[src/rtl/pll_meas_pkg.sv]
// Shared constants for the PLL frequency meter: FSM state codes, default widths
// and the edge-detector flush length derived from the synchroniser depth.
package pll_meas_pkg;

  localparam logic [1:0] ST_IDLE = 2'd0;
  localparam logic [1:0] ST_ARM  = 2'd1;
  localparam logic [1:0] ST_GATE = 2'd2;
  localparam logic [1:0] ST_DONE = 2'd3;

  localparam int DEF_NCH         = 4;
  localparam int DEF_GATE_W      = 16;
  localparam int DEF_CNT_W       = 16;
  localparam int DEF_SYNC_STAGES = 2;

  // Cycles spent in ARM so the synchroniser and edge history hold only fresh samples.
  function automatic int arm_len(input int sync_stages);
    return sync_stages + 1;
  endfunction

  localparam int DEF_ARM_LEN = arm_len(DEF_SYNC_STAGES);

endpackage

[src/rtl/pll_edge_sync.sv]
// Multi-flop synchroniser for one asynchronous bit plus a rising-edge detector
// on the synchronised level (one-cycle pulse per low-to-high transition).
module pll_edge_sync #(
  parameter int SYNC_STAGES = 2
) (
  input  logic clk,
  input  logic rst_n,
  input  logic i_async,
  output logic o_level,
  output logic o_rise
);

  logic [SYNC_STAGES-1:0] r_sync;
  logic                   r_prev;

  always_ff @(posedge clk) begin
    if (!rst_n) begin
      r_sync <= '0;
      r_prev <= 1'b0;
    end else begin
      r_sync <= {r_sync[SYNC_STAGES-2:0], i_async};
      r_prev <= r_sync[SYNC_STAGES-1];
    end
  end

  assign o_level = r_sync[SYNC_STAGES-1];
  assign o_rise  = r_sync[SYNC_STAGES-1] & ~r_prev;

endmodule

[src/rtl/pll_freq_meter.sv]
// Gated rising-edge counter for one of NCH asynchronous PLL clocks, with saturation
// and lock-tolerance flags. ADC_ACC_EN adds adc_in/adc_ones (ADC ones count per gate).
module pll_freq_meter
  import pll_meas_pkg::*;
#(
  parameter int NCH         = DEF_NCH,
  parameter int GATE_W      = DEF_GATE_W,
  parameter int CNT_W       = DEF_CNT_W,
  parameter int SYNC_STAGES = DEF_SYNC_STAGES,
  localparam int SEL_W      = (NCH > 1) ? $clog2(NCH) : 1
) (
  input  logic              clk,
  input  logic              rst_n,
  input  logic [NCH-1:0]    meas_in,
  input  logic [SEL_W-1:0]  sel,
  input  logic [GATE_W-1:0] gate_len,
  input  logic              start,
  input  logic [CNT_W-1:0]  expect_cnt,
  input  logic [7:0]        tol,
  output logic              busy,
  output logic              done,
  output logic [CNT_W-1:0]  count,
  output logic              ovf,
  output logic              lock
`ifdef ADC_ACC_EN
  ,
  input  logic              adc_in,
  output logic [GATE_W-1:0] adc_ones
`endif
);

  localparam int              ARM_W    = 8;
  localparam logic [ARM_W-1:0] ARM_LOAD = ARM_W'(arm_len(SYNC_STAGES) - 1);

  logic [NCH-1:0] w_level;
  logic [NCH-1:0] w_rise;

  for (genvar gi = 0; gi < NCH; gi++) begin : g_ch_sync
    pll_edge_sync #(.SYNC_STAGES(SYNC_STAGES)) u_sync (
      .clk     (clk),
      .rst_n   (rst_n),
      .i_async (meas_in[gi]),
      .o_level (w_level[gi]),
      .o_rise  (w_rise[gi])
    );
  end

  logic [1:0]        r_state;
  logic [SEL_W-1:0]  r_sel;
  logic [GATE_W-1:0] r_gate_len;
  logic [GATE_W-1:0] r_gate;
  logic [CNT_W-1:0]  r_expect;
  logic [7:0]        r_tol;
  logic [ARM_W-1:0]  r_arm;
  logic [CNT_W-1:0]  r_cnt;
  logic              r_ovf_int;
  logic              r_busy;
  logic              r_done;
  logic [CNT_W-1:0]  r_count;
  logic              r_ovf;
  logic              r_lock;

  logic              w_rise_sel;
  logic [CNT_W-1:0]  w_cnt_step;
  logic              w_ovf_step;
  logic              w_publish;
  logic [CNT_W-1:0]  w_fin_cnt;
  logic              w_fin_ovf;
  logic [CNT_W-1:0]  w_fin_exp;
  logic [7:0]        w_fin_tol;
  logic [CNT_W:0]    w_diff;
  logic [CNT_W:0]    w_abs;
  logic              w_fin_lock;
  logic              w_unused;

  assign w_rise_sel = w_rise[r_sel];

  always_comb begin
    w_cnt_step = r_cnt;
    w_ovf_step = r_ovf_int;
    if (w_rise_sel) begin
      if (&r_cnt) w_ovf_step = 1'b1;
      else        w_cnt_step = r_cnt + CNT_W'(1);
    end
  end

  assign w_publish = ((r_state == ST_IDLE) && start && (gate_len == '0)) ||
                     ((r_state == ST_GATE) && (r_gate == GATE_W'(1)));

  // A zero-length gate publishes straight from the start inputs, before capture lands.
  always_comb begin
    w_fin_cnt = w_cnt_step;
    w_fin_ovf = w_ovf_step;
    w_fin_exp = r_expect;
    w_fin_tol = r_tol;
    if (r_state == ST_IDLE) begin
      w_fin_cnt = '0;
      w_fin_ovf = 1'b0;
      w_fin_exp = expect_cnt;
      w_fin_tol = tol;
    end
  end

  assign w_diff     = {1'b0, w_fin_cnt} - {1'b0, w_fin_exp};
  assign w_abs      = w_diff[CNT_W] ? -w_diff : w_diff;
  assign w_fin_lock = !w_fin_ovf && (w_abs <= {{(CNT_W-7){1'b0}}, w_fin_tol});

`ifdef ADC_ACC_EN
  logic              w_adc_level;
  logic              w_adc_rise;
  logic [GATE_W-1:0] r_adc_acc;
  logic [GATE_W-1:0] r_adc_ones;
  logic [GATE_W-1:0] w_fin_adc;

  pll_edge_sync #(.SYNC_STAGES(SYNC_STAGES)) u_adc_sync (
    .clk     (clk),
    .rst_n   (rst_n),
    .i_async (adc_in),
    .o_level (w_adc_level),
    .o_rise  (w_adc_rise)
  );

  assign w_fin_adc = (r_state == ST_GATE) ? r_adc_acc + GATE_W'(w_adc_level) : '0;

  always_ff @(posedge clk) begin
    if (!rst_n) begin
      r_adc_acc  <= '0;
      r_adc_ones <= '0;
    end else begin
      if (r_state == ST_IDLE && start) r_adc_acc <= '0;
      else if (r_state == ST_GATE)     r_adc_acc <= r_adc_acc + GATE_W'(w_adc_level);
      if (w_publish) r_adc_ones <= w_fin_adc;
    end
  end

  assign adc_ones = r_adc_ones;
  assign w_unused = &{1'b0, w_level, w_adc_rise};
`else
  assign w_unused = &{1'b0, w_level};
`endif

  always_ff @(posedge clk) begin
    if (!rst_n) begin
      r_state    <= ST_IDLE;
      r_sel      <= '0;
      r_gate_len <= '0;
      r_gate     <= '0;
      r_expect   <= '0;
      r_tol      <= '0;
      r_arm      <= '0;
      r_cnt      <= '0;
      r_ovf_int  <= 1'b0;
      r_busy     <= 1'b0;
      r_done     <= 1'b0;
      r_count    <= '0;
      r_ovf      <= 1'b0;
      r_lock     <= 1'b0;
    end else begin
      r_done <= 1'b0;
      case (r_state)
        ST_IDLE: begin
          if (start) begin
            r_sel      <= sel;
            r_gate_len <= gate_len;
            r_expect   <= expect_cnt;
            r_tol      <= tol;
            r_busy     <= 1'b1;
            r_cnt      <= '0;
            r_ovf_int  <= 1'b0;
            r_arm      <= ARM_LOAD;
            r_state    <= (gate_len == '0) ? ST_DONE : ST_ARM;
          end
        end
        ST_ARM: begin
          if (r_arm == '0) begin
            r_state <= ST_GATE;
            r_gate  <= r_gate_len;
          end else begin
            r_arm <= r_arm - ARM_W'(1);
          end
        end
        ST_GATE: begin
          r_cnt     <= w_cnt_step;
          r_ovf_int <= w_ovf_step;
          r_gate    <= r_gate - GATE_W'(1);
          if (r_gate == GATE_W'(1)) r_state <= ST_DONE;
        end
        default: begin
          r_state <= ST_IDLE;
          r_busy  <= 1'b0;
        end
      endcase
      if (w_publish) begin
        r_done  <= 1'b1;
        r_count <= w_fin_cnt;
        r_ovf   <= w_fin_ovf;
        r_lock  <= w_fin_lock;
      end
    end
  end

  assign busy  = r_busy;
  assign done  = r_done;
  assign count = r_count;
  assign ovf   = r_ovf;
  assign lock  = r_lock;

endmodule

[config.mk]
export PLATFORM = sky130hd
export DESIGN_NAME = pll_freq_meter
export DESIGN_NICKNAME = d
export VERILOG_FILES = /design/src/rtl/pll_meas_pkg.sv /design/src/rtl/pll_edge_sync.sv /design/src/rtl/pll_freq_meter.sv
export SDC_FILE = /design/constraint.sdc
export NUM_CORES = 1
export LEC_CHECK = 0
export CORE_MARGIN = 2
export CORE_UTILIZATION = 45
export DETAILED_ROUTE_END_ITERATION = 8
export GPL_TIMING_DRIVEN = 0
export PLACE_DENSITY = 0.62
export SETUP_SLACK_MARGIN = 0.3
export SLEW_MARGIN = 20
export SYNTH_ARGS = -nofsm -noshare
export SYNTH_HDL_FRONTEND = slang
export SYNTH_SLANG_ARGS = --single-unit
[constraint.sdc]
create_clock -name clk -period 7.6 [get_ports clk]
set_clock_uncertainty 0.15 [all_clocks]
set_input_delay 1.52 -clock clk [delete_from_list [all_inputs] [get_ports clk]]
set_output_delay 1.52 -clock clk [all_outputs]
set_load 0.02 [all_outputs]
# ---- Word-level counts from Yosys, hierarchy flattened
# Index checks and enable logic that the tools add are counted.
dict set report word_totals {
  word_cells 93
  mem_bits_ro 0
  latch_bits 0
  in_bits 49
  reg_bits 117
  ram_bits 0
  output_inout_bits 20
  mem_count 0
}
dict set report classes {
  mul 0
  n_bitwise 9
  n_addsub 5
  n_eq_ne 7
  n_reduce_logical 20
  n_mux 28
  div_mod_pow 0
  n_lt_le_gt_ge 2
  n_shift 0
}
# op count
set ops {}
lappend ops {{2-to-1 mux 16 bit} 6}
lappend ops {{case mux 16 bit (2 select lines)} 2}
lappend ops {{2-to-1 mux 8 bit} 3}
lappend ops {{<= comparator 17 x 8 -> 1 bit} 1}
lappend ops {{2-to-1 mux 17 bit} 1}
lappend ops {{negator 17 bit} 1}
lappend ops {{subtractor 16 x 16 -> 17 bit} 1}
lappend ops {{adder 16 x 1 -> 16 bit (second input constant)} 1}
lappend ops {{== test 16 x 1 -> 1 bit (second input constant)} 1}
lappend ops {{logical NOT 16 bit} 1}
lappend ops {{case mux 8 bit (2 select lines)} 1}
lappend ops {{AND reduction 16 bit} 1}
lappend ops {{subtractor 16 x 1 -> 16 bit (second input constant)} 1}
lappend ops {{logical NOT 8 bit} 1}
lappend ops {{2-to-1 mux 2 bit} 4}
lappend ops {{AND reduction 2 bit} 4}
lappend ops {{subtractor 8 x 1 -> 8 bit (second input constant)} 1}
lappend ops {{2-to-1 mux 1 bit} 7}
lappend ops {{inequality test 2 bit (second input constant)} 3}
lappend ops {{case mux 2 bit (3 select lines)} 1}
lappend ops {{AND reduction 3 bit} 2}
lappend ops {{nonzero test 2 bit} 3}
lappend ops {{inverter 1 bit} 5}
lappend ops {{AND 1 bit} 4}
lappend ops {{other kinds (11)} 15}

# ---- Longest topological paths before layout
dict set report depth {
  depth_word 11
  depth_mapped 31
  depth_no_buf 30
}

# ---- By module
# Synthesis repeated with hierarchy kept, for this count alone.
dict set report hier_totals {
  hier_cells 901
  hier_area_um2 6977.9
}
# module area_per_inst_um2 cells_per_inst n_inst seq_area_each_um2
set by_module_without_submodules {}
lappend by_module_without_submodules {pll_freq_meter 6607.6 873 1 2102.0}
lappend by_module_without_submodules {pll_edge_sync 92.6 7 4 60.1}

# ---- Worst setup path before layout
# No wires, ideal clock.
dict set report synth_path {
  kind {register to register}
  from {register r_state[0]}
  to {register r_lock (netlist: lock)}
  n_path_buf 4
  slack_ps 1375
  t_required_ps 7381
  arrival_time_ps 6006
  setup_time_ps 69
  synth_period_minus_slack_ps 6225
  stages_incl_launch_ff 29
  cell_sequence {dfxtp_1 > inv_1 > ha_1 > clkbuf_1 > buf_1 > clkbuf_1 > mux2i_1 > fa_1 > a211o_1 > nand2_1 > a21oi_1 > nor3_1 > o31a_2 > o21ai_1 > a31oi_1 > buf_4 > o21ai_0 > ha_1 > nor2b_1 > o21a_1 > o21a_1 > o21a_1 > o21a_1 > o21a_1 > o21a_1 > o22a_1 > a2111oi_2 > o2111ai_1 > o21ai_1}
}
dict set report synth_between {
  elab_chain_cells 7
  word_cells_on_any_way 16
  classes_between {2 x add/sub; 1 x order compare; 1 x eq/ne; 5 x mux; 7 x reduce/logical}
}
# item line_no
set synth_rtl {}
lappend synth_rtl {{start: declaration} pll_freq_meter.sv:48} ;# logic [1:0] r_state;
lappend synth_rtl {{start signal: assignment} pll_freq_meter.sv:171} ;# r_state <= (gate_len == '0) ? ST_DONE : ST_ARM;
lappend synth_rtl {{logical NOT 2 bit} {pll_freq_meter.sv:87, pll_freq_meter.sv:96}}
lappend synth_rtl {{2-to-1 mux 16 bit} pll_freq_meter.sv:96} ;# if (r_state == ST_IDLE) begin
lappend synth_rtl {{subtractor 16 x 16 -> 17 bit} pll_freq_meter.sv:104} ;# assign w_diff = {1'b0, w_fin_cnt} - {1'b0, w_fin_exp};
lappend synth_rtl {{negator 17 bit} pll_freq_meter.sv:105} ;# assign w_abs = w_diff[CNT_W] ? -w_diff : w_diff;
lappend synth_rtl {{2-to-1 mux 17 bit} pll_freq_meter.sv:105}
lappend synth_rtl {{<= comparator 17 x 8 -> 1 bit} pll_freq_meter.sv:106} ;# assign w_fin_lock = !w_fin_ovf && (w_abs <= {{(CNT_W-7){1'b0}}, w_fin_tol});
lappend synth_rtl {{logical AND 1 bit} pll_freq_meter.sv:106}
lappend synth_rtl {{end signal: assignment} pll_freq_meter.sv:197} ;# r_lock <= w_fin_lock;
lappend synth_rtl {{end: declaration} pll_freq_meter.sv:61} ;# logic r_lock;
# Several ways; a longest one is shown, not always the timed one.
# A chain may end at the register's enable or synchronous reset.

# ---- Worst setup path after layout
dict set report layout_path {
  from {register r_sel[0]}
  to {register r_lock (netlist: lock)}
}
dict set report layout_between {
  elab_chain_cells 9
  word_cells_on_any_way 12
  classes_between {2 x add/sub; 1 x order compare; 7 x mux; 2 x reduce/logical}
}
# item line_no
set layout_rtl {}
lappend layout_rtl {{start: declaration} pll_freq_meter.sv:49} ;# logic [SEL_W-1:0] r_sel;
lappend layout_rtl {{start signal: assignment} pll_freq_meter.sv:163} ;# r_sel <= sel;
lappend layout_rtl {{binary-select mux 1 bit (select 2 bit) (*)} pll_freq_meter.sv:76} ;# assign w_rise_sel = w_rise[r_sel];
lappend layout_rtl {{2-to-1 mux 1 bit (implied by the code) (*)} pll_freq_meter.sv:76}
lappend layout_rtl {{2-to-1 mux 16 bit (*)} pll_freq_meter.sv:81} ;# if (w_rise_sel) begin
lappend layout_rtl {{2-to-1 mux 16 bit (*)} pll_freq_meter.sv:96}
lappend layout_rtl {{net w_fin_cnt[6]} pll_freq_meter.sv:67} ;# logic [CNT_W-1:0] w_fin_cnt;
lappend layout_rtl {{subtractor 16 x 16 -> 17 bit (*)} pll_freq_meter.sv:104}
lappend layout_rtl {{negator 17 bit} pll_freq_meter.sv:105}
lappend layout_rtl {{2-to-1 mux 17 bit (*)} pll_freq_meter.sv:105}
lappend layout_rtl {{<= comparator 17 x 8 -> 1 bit (*)} pll_freq_meter.sv:106}
lappend layout_rtl {{logical AND 1 bit (*)} pll_freq_meter.sv:106}
# Mark *: on every way through the listed nets, which the timed path passes. The rest lies on a longest branch. The select of a mux whose other input is x is not followed.

==> impl_metrics.toml <==
[outcome]
status = "finished, final reports clean"

[routing]
wl_per_cell_um = 16.7
drtIter0Drc = 647
dr.pass1.iters = 5
vias_per_cell = 5.56
routed_wl_um = 20200
vias = 6733
antenna_left = 0
drc = 0

[floorplan]
io_pins = 69
die_area_mm2 = 0.0168
die_w_um = 130
die_y_um = 130
coreArea_mm2 = 0.0153
rows = 45
start_util_pct = 46.3

[clock_network]
clk_pin_slew_ns = 0.05
cts_resized = 2
cts_hold_buf = 0
cts_sinks = 117
cts_buffer_depth = 2
post_cts_buffers = 0
insertion_delay_ns = 0.42
cts_tree = "built"
clockRootBuffer = "clkbuf_16"
cts.htree.levels = 4
numCtsBuffers = 17

[setup_path]
worstPathMaxFanout = 10
crit_top_cell = "o21a_1"
crit_arrival_ns = 7.01
path_class = "register to register"
r2r-start = "r_sel[0]$_SDFFE_PN0P_"
endpoint_kind = "register"
r2r_slack_ns = 0.80
critPathSlowestCell = "mux4_2"
r2r_end = "lock$_SDFFE_PN0P_"
critPathMaxStageDelay_ns = 0.70
rr_worst_depth = 28
cp-start-kind = "register"
critPathRequiredTime_ns = 7.80

[job]
maxCapViolCount = 0

[synth]
yosysWarningCount = 0
synth-seq-cells = 117
async_reset_ff_share_pct = 0
synth_edf_count = 0
synth_sequential_area_ratio_pct = 33.0
postSynthAreaPerCell_um2 = 7.86
syn_area_mm2 = 0.00709
synthDistinctLibCells = 79
synth_fp_nets = 986
ys.flop_type = "dfxtp_1"
synth_cells = 903

[final_layout]
drive_above_1_share_pct = 8.00
post-route-util_pct = 56.5
syn2layout_area_growth_pct = 21.9
final_nets = 1072
diodes = 0
final_cells = 1211

[hold_path]
whs_endpoint = "g_ch_sync[0].u_sync.r_sync[1]$_SDFF_PN0_"
hold-path-cell-count = 1
hold_path_class = "register to register"
worstHoldStart = "g_ch_sync[0].u_sync.r_sync[0]$_SDFF_PN0_"

[place]
gp_congestion = 0.882
placed_cells = 1181
dp_hpwl_um = 15200
portBuffers = 67

[sta]
fin_crit_sh_pct = 89.5
hold_viol = 0
min_period_ns = 6.80
worstMarginPinSlew_ns = 1.08
grt_setup_unrepaired = "no"
setup_viol = 0
max_slew_margin_pct = 28.0
slew_viol_final = 0
holdWs_ns = 0.283
totalNegativeSetupSlack_ns = 0
fmax_mhz = 147

[global_routing]
antenna_found_initial = 0
grt_overflow = 0
grt_max_degree = 17
grt_pass1_wl_um = 31600
grt_pass1_vias = 5999
grt_usage_pct = 24.5

[power_and_ir_drop]
peakVddDrop_mv = 0.187
p_leak_nw = 3.37
total_power_w = 0.00317
powerDensity_mw_per_mm2 = 366
## critical path: cells and delay by family (launching register included)
family / cells / cell delay [ns]
flops: 1 / 0.52
simple gates: 7 / 0.99
xor+xnor: 1 / 0.31
mux: 1 / 0.70
compound gates: 16 / 3.22
fa+ha+maj: 2 / 0.64
buf+inv: 1 / 0.21
## cells in the final DEF, fill, tap and decap left out, drive strengths merged, types with 11 or more instances in the layout
master,count
clkbuf,61
nor3,31
nand3,22
and2,18
and3,11
nand2,136
mux2i,36
a21oi,103
nor2,90
ha,33
xor2,16
xnor2,20
a211oi,11
inv,24
o21ai,29
dfxtp,117
nor4,11
clkdlybuf4s50,67
## area by class of cell
type                       instances  area, µm²
fill                            1490       6660
clock inverter                     7       71.3
timing repair buffer              67        671
multi-input combinational        714       4470
tap                              211        264
inverter                          24       90.1
buffer                            48        235
sequential                       117       2340
clock buffer                      23        508
## worst max path at each step
stage | startpoint | endpoint
after floorplan | r_state[0]$_SDFFE_PN0P_ | lock$_SDFFE_PN0P_
after global placement | r_state[0]$_SDFFE_PN0P_ | lock$_SDFFE_PN0P_
after detailed placement | r_state[0]$_SDFFE_PN0P_ | lock$_SDFFE_PN0P_
after CTS | r_state[0]$_SDFFE_PN0P_ | lock$_SDFFE_PN0P_
after global routing | r_cnt[0]$_SDFFE_PN0P_ | lock$_SDFFE_PN0P_
final | r_sel[0]$_SDFFE_PN0P_ | lock$_SDFFE_PN0P_
## cells by family after synthesis
family	synth area share (%)
buf+inv	4.50
compound gates	20.6
flops	33.0
xor+xnor	4.44
simple gates	25.3
mux	6.03
fa+ha+maj	6.10
## registers in the layout, indices dropped and copies added (netlist names), 8 cells and up
signal                   flops
r_tol                        8
r_expect                    16
r_arm                        8
r_cnt                       16
count                       16
r_gate                      16
r_gate_len                  16
g_ch_sync.u_sync.r_sync      8
## metal layers
metal / share of wire, % / vias up / GRT usage (%) / routed length (µm)
li1: - / 3401 / - / -
met1: 49 / 3112 / 35.5 / 9970
met2: 44 / 198 / 38.0 / 8880
met3: 5.4 / 22 / 4.05 / 1090
met4: 1.2 / 0 / 6.14 / 252
met5: 0 / - / 0 / 0
## cell usage after synthesis (5+ instances only)
cell type | number | area [µm²]
dfxtp_1 | 117 | 2340
nand3_1 | 21 | 105
nor2b_1 | 6 | 37.5
xor2_1 | 16 | 140
a21oi_1 | 103 | 515
nand2b_1 | 8 | 50.1
nand4_1 | 9 | 56.3
nor4_1 | 11 | 68.8
clkbuf_1 | 35 | 131
nand2_1 | 136 | 510
o21ai_0 | 25 | 125
mux2i_1 | 36 | 360
ha_1 | 33 | 413
inv_1 | 24 | 90.1
o22ai_1 | 7 | 43.8
or3_1 | 9 | 56.3
xnor2_1 | 20 | 175
buf_4 | 5 | 37.5
nor2_1 | 90 | 338
and3_1 | 8 | 50.1
a21o_1 | 9 | 67.6
a31oi_1 | 7 | 43.8
a211oi_1 | 11 | 82.6
and2_1 | 18 | 113
nor3_1 | 31 | 155
o21a_1 | 10 | 75.1
## metrics by stage
step                instance area, µm²  setup WS [ns]
floorplan                         7090           1.38
global placement                  8030          0.153
detailed placement                8030          0.171
CTS                               8610          0.355
global route                      8650          0.321
finish                            8650          0.796
## power breakdown
| part | internal (W) | leakage (nW) | total (W) | switching (W) |
|---|---|---|---|---|
| Sequential | 0.000719 | 0.954 | 0.000807 | 0.0000878 |
| Clock | 0.000497 | 0.279 | 0.000779 | 0.000283 |
| Combinational | 0.000621 | 2.13 | 0.00158 | 0.000961 |
| Total | 0.00184 | 3.37 | 0.00317 | 0.00133 |
No activity file was read; power rests on OpenSTA's default activity.
